`src/rtl/imem_loader.sv`:
```
// imem_loader: turns a length-prefixed byte stream into little-endian 32-bit
// instruction-memory writes at consecutive word addresses. The core is held in
// reset (cpu_rst low) until the whole image has been written.
module imem_loader #(
  parameter int ADDR_WIDTH = 10,
  parameter int BASE_ADDR  = 0
) (
  input  logic                  clk,
  input  logic                  rst,       // asynchronous, active low
  input  logic                  start,
  input  logic                  in_valid,
  input  logic [7:0]            in_data,
  output logic                  in_ready,
  output logic                  wr_en,
  output logic [ADDR_WIDTH-1:0] wr_addr,
  output logic [31:0]           wr_data,
  output logic                  busy,
  output logic                  done,
  output logic                  err,
  output logic                  cpu_rst
);

  // Word counter must hold any 16-bit length and also supply ADDR_WIDTH address bits.
  localparam int CW = (ADDR_WIDTH > 16) ? ADDR_WIDTH : 16;
  // Largest image that fits between BASE_ADDR and the top of memory.
  localparam logic [32:0] MAX_WORDS = (33'd1 << ADDR_WIDTH) - 33'(BASE_ADDR);

  // S_FLUSH is the cycle carrying the final write strobe, so DONE follows it.
  typedef enum logic [2:0] {
    S_IDLE,
    S_LEN_LO,
    S_LEN_HI,
    S_DATA,
    S_FLUSH,
    S_DONE,
    S_ERR
  } state_e;

  state_e                state_q, state_d;
  logic [7:0]            len_lo_q, len_lo_d;
  logic [15:0]           len_q, len_d;
  logic [CW-1:0]         word_cnt_q, word_cnt_d;
  logic [1:0]            byte_cnt_q, byte_cnt_d;
  logic [23:0]           asm_q, asm_d;
  logic                  wr_en_q, wr_en_d;
  logic [ADDR_WIDTH-1:0] wr_addr_q, wr_addr_d;
  logic [31:0]           wr_data_q, wr_data_d;

  logic                  accept;
  logic [15:0]           n_hdr;
  logic [CW-1:0]         word_cnt_inc;

  assign accept       = in_valid && in_ready;
  assign n_hdr        = {in_data, len_lo_q};
  assign word_cnt_inc = word_cnt_q + CW'(1);

  // Status outputs decode straight from the state register.
  assign in_ready = (state_q == S_LEN_LO) || (state_q == S_LEN_HI) || (state_q == S_DATA);
  assign busy     = in_ready || (state_q == S_FLUSH);
  assign done     = (state_q == S_DONE);
  assign err      = (state_q == S_ERR);
  assign cpu_rst  = done;
  assign wr_en    = wr_en_q;
  assign wr_addr  = wr_addr_q;
  assign wr_data  = wr_data_q;

  // Next-state, header capture, byte assembly and write-strobe generation.
  always_comb begin
    // NOTE: every variable gets a default before the case so no path leaves it unassigned (no latches).
    state_d    = state_q;
    len_lo_d   = len_lo_q;
    len_d      = len_q;
    word_cnt_d = word_cnt_q;
    byte_cnt_d = byte_cnt_q;
    asm_d      = asm_q;
    wr_en_d    = 1'b0;
    wr_addr_d  = wr_addr_q;
    wr_data_d  = wr_data_q;

    unique case (state_q)
      S_IDLE, S_DONE, S_ERR: begin
        if (start) begin
          state_d    = S_LEN_LO;
          len_lo_d   = '0;
          len_d      = '0;
          word_cnt_d = '0;
          byte_cnt_d = '0;
          asm_d      = '0;
        end
      end
      S_LEN_LO: begin
        if (accept) begin
          len_lo_d = in_data;
          state_d  = S_LEN_HI;
        end
      end
      S_LEN_HI: begin
        if (accept) begin
          len_d = n_hdr;
          if ((n_hdr == 16'd0) || (33'(n_hdr) > MAX_WORDS)) begin
            state_d = S_ERR;
          end else begin
            state_d = S_DATA;
          end
        end
      end
      S_DATA: begin
        if (accept) begin
          byte_cnt_d = byte_cnt_q + 2'd1;
          unique case (byte_cnt_q)
            2'd0: asm_d[7:0]   = in_data;
            2'd1: asm_d[15:8]  = in_data;
            2'd2: asm_d[23:16] = in_data;
            default: begin
              wr_en_d    = 1'b1;
              wr_data_d  = {in_data, asm_q};
              wr_addr_d  = ADDR_WIDTH'(BASE_ADDR) + word_cnt_q[ADDR_WIDTH-1:0];
              word_cnt_d = word_cnt_inc;
              if (word_cnt_inc == CW'(len_q)) begin
                state_d = S_FLUSH;
              end
            end
          endcase
        end
      end
      S_FLUSH: state_d = S_DONE;
      default: state_d = S_IDLE;
    endcase
  end

  // State and datapath registers, all cleared by the asynchronous reset.
  always_ff @(posedge clk or negedge rst) begin
    if (!rst) begin
      state_q    <= S_IDLE;
      len_lo_q   <= '0;
      len_q      <= '0;
      word_cnt_q <= '0;
      byte_cnt_q <= '0;
      asm_q      <= '0;
      wr_en_q    <= 1'b0;
      wr_addr_q  <= '0;
      wr_data_q  <= '0;
    end else begin
      // NOTE: non-blocking assignments so every flop samples pre-edge values.
      state_q    <= state_d;
      len_lo_q   <= len_lo_d;
      len_q      <= len_d;
      word_cnt_q <= word_cnt_d;
      byte_cnt_q <= byte_cnt_d;
      asm_q      <= asm_d;
      wr_en_q    <= wr_en_d;
      wr_addr_q  <= wr_addr_d;
      wr_data_q  <= wr_data_d;
    end
  end

endmodule

```
`config.mk`:
```
export PLATFORM = sky130hd
export DESIGN_NAME = imem_loader
export DESIGN_NICKNAME = d
export VERILOG_FILES = /design/src/rtl/imem_loader.sv
export SDC_FILE = /design/constraint.sdc
export NUM_CORES = 1
export LEC_CHECK = 0
export BUFFER_PORTS_ARGS = -buffer_cell sky130_fd_sc_hd__clkbuf_2
export CAP_MARGIN = 5
export CORE_UTILIZATION = 45
export DETAILED_ROUTE_END_ITERATION = 6
export GPL_TIMING_DRIVEN = 0
export PLACE_DENSITY_LB_ADDON = 0.12
export SETUP_SLACK_MARGIN = 0.5
export SLEW_MARGIN = 40
export SYNTH_ARGS = -nofsm -noshare
export SYNTH_HDL_FRONTEND = slang
export SYNTH_SLANG_ARGS = --single-unit
```
`constraint.sdc`:
```
create_clock -name clk -period 2.9 [get_ports clk]
set_input_delay 0.29 -clock clk [delete_from_list [all_inputs] [get_ports clk]]
set_output_delay 0.29 -clock clk [all_outputs]
set_load 0.01 [all_outputs]
```
==> results.toml <==
[power]
p_seq_share_pct = 46.2
powerDensity_mw_per_mm2 = 849.0
vdd_ir_drop_max_mv = 0.4411
p_clk_share_pct = 22.2
p_int_mw = 3.522
p_leak_nw = 3.005
finalPower_mw = 5.349
combPwrFrac_pct = 31.6
p_sw_mw = 1.827
switching_share_pct = 34.16

[timing]
tns_ps = 0
rsz0062_at_grt = "yes"
setup_viol = 0
slew_violations = 0
period_needed_ps = 2315
fmax_ghz = 0.4319
finClkSkew_ps = 5.571
finalHoldViolCount = 0
timing.final.crit_share_pct = 79.84
slew-limit-headroom_pct = 58.93
worst-slew-pin-transition_ps = 610.4

[global_route]
antenna_found_initial = 0
grt_usage_pct = 22.22
grt_max_degree = 71
grt_pass1_vias = 4227
overflow = 0
grt_pass1_wl_um = 21530

[place]
gp_congestion = 0.8561
hpwl_um = 8767
dpl.cell_count = 780
io_buffers = 58

[worst_setup_path]
worst_path_largest_cell_delay_ps = 640
critPathRequiredTime_ps = 3160
crit_chain = "buf_4 -> or4bb_2 -> o211a_1 -> o21ai_2 -> or4b_4 -> o41ai_2"
rrSetupSlack_ps = 580
path_max_fanout = 10
worstSetupPathType = "register to register"
critPathTopFamily = "simple AND/OR/NAND/NOR gates"
crit_arrival_ps = 2580
path_depth = 6
r2r_start = "word_cnt_q[3]"
reg2regPathDepth = 6
r2r-end = "state_q[2]"
cp.buffers_inverters = 1
cp-end-kind = "register"
critPathLaunchType = "register"
cpMaxStageDelayCell = "or4bb_2"

[yosys]
synth-warning-count = 0
ys_ff_latch = 112
syn_avg_cell_area_um2 = 9.196
synthArstFlopShare_pct = 100.0
synthCells = 578
synth-edff-count = 0
yosysUniqueCellTypes = 46
ys_seq_area_share_pct = 52.73
synth_nets = 595
synth_area_mm2 = 0.005315
synth_ff_type = "dfrtp_1"

[cts]
cts_tree = "built"
clock_latency_ps = 360
clk_pin_slew_ps = 70
cts_max_level = 3
cts_buffers = 9
cts_num_sinks = 112
cts-root-buf = "clkbuf_16"
cts_buffer_depth = 2

[die]
die_y_um = 110.7
start_util_pct = 46.35
core_mm2 = 0.01147
io_pins = 60
chipWidth_um = 110.7
num_rows = 39
dieArea_mm2 = 0.01225

[finish]
n_antenna_cell = 0
final_cell_mix = "nand2_1 (144), dfrtp_1 (110), clkbuf_2 (62), o21ai_0 (57), nand3_1 (33)"
drive_gt1_share_pct = 21.21
fin_util_pct = 54.94
fill_cells = 1071
area_delta_synth_final_pct = 18.53
final_common_cell = "nand2_1"
fin_cells = 803
nets = 672

[detailed_routing]
vias = 4293
drt_iter0_markers = 264
drtAntennaViolNets = 0
first_pass_iters = 5
drcViolationCount = 0
wl_um = 12500
wl_per_cell_um = 15.56
via_per_inst = 5.346

[outcome]
status = "completed"

[worst_hold_path]
holdCritStartpoint = "in_data[0]"
whs_path_depth = 3
hold_end = "wr_data[24]"
hold_path.class = "input pin to register"

[flow_run]
cap_violations = 0
[registers in the layout, indices dropped and copies added (netlist names), 2 cells and up]
register    cells
wr_data        32
asm_q          24
len_q          16
word_cnt_q     16
wr_addr        10
len_lo_q        8
state_q         3
byte_cnt_q      2
[area by class of cell]
cell class,instances,area (um2),share of cell area (%)
sequential,112,2805,44.53
multi-input combinational,398,2374,37.68
timing repair buffer,66,381.6,6.058
clock buffer,13,250.2,3.972
tap,143,178.9,2.840
buffer,35,161.4,2.562
inverter,33,123.9,1.966
clock inverter,3,25.02,0.3972
[cells in the mapped netlist (8+ instances only)]
library cell	n	area share, %
xor2_1	12	2.0
mux2_2	24	5.1
nand3_1	35	3.3
o21ai_0	59	5.6
nor4_1	8	0.94
inv_1	32	2.3
xnor2_1	14	2.3
a21oi_1	12	1.1
nor2_1	24	1.7
nand2_1	144	10
dfrtp_1	112	53
clkbuf_1	27	1.9
and3_1	9	1.1
[cells by family after synthesis]
logic type                 after synthesis  share of synthesized area, %
AOI/OAI and AO/OA                       99                         11.18
xor gates and xnor gates                26                         4.284
adders and majority gates                5                         1.177
buffers and inverters                   68                         5.061
DFF                                    112                         52.73
muxes                                   24                         5.085
and+or+nand+nor                        244                         20.48
[what timing repair did]
item,4_1_cts,5_1_grt
setup endpoints to repair,4,39
hold buffers,1,0
pin swaps,6,6
gates cloned,0,0
gates resized for setup,14,24
buffers inserted,5,1
endpoints found under the hold margin,42,0
[power groups by stage]
stage               combinational (mW)  clock, mW  sequential (mW)
detailed placement                1.61          0             2.52
global placement                  1.56          0             2.50
global route                      1.91       1.27             2.56
finish                            1.69       1.19             2.47
floorplan                         1.01          0             2.55
CTS                               1.67       1.22             2.48
[worst min-delay path, cell delays in order]
cell,delay [ps]
clkbuf_2,130
nand2_1,70
nand2_1,40
[worst max path at each step]
stage | from | endpoint | slack [ps]
final | word_cnt_q[3] | state_q[2] | 580
after floorplan | word_cnt_q[1] | state_q[2] | 510
after global placement | rst | word_cnt_q[0] | -240
after global routing | state_q[2] | asm_q[22] | 460
after CTS | word_cnt_q[4] | state_q[1] | 490
after detailed placement | word_cnt_q[3] | state_q[1] | -250
[metal layers]
metal / vias up / GRT usage, % / wire length [um]
met5: - / 0 / 0
met1: 2060 / 31.13 / 5930
met3: 22 / 3.390 / 538
li1: 2094 / - / -
met2: 117 / 34.08 / 5736
met4: 0 / 10.22 / 289
[per-stage QoR]
stage / hold slack, ps / area (um2) / setup slack (ps)
finish: 211.8 / 6300 / 584.6
global route: 217.5 / 6300 / 462.6
CTS: 209.0 / 6230 / 488.2
detailed placement: 249.4 / 5848 / -248.0
global placement: 450.9 / 5812 / -242.9
floorplan: -5.591 / 5343 / 509.3
Power figures use the tool's default switching activity.
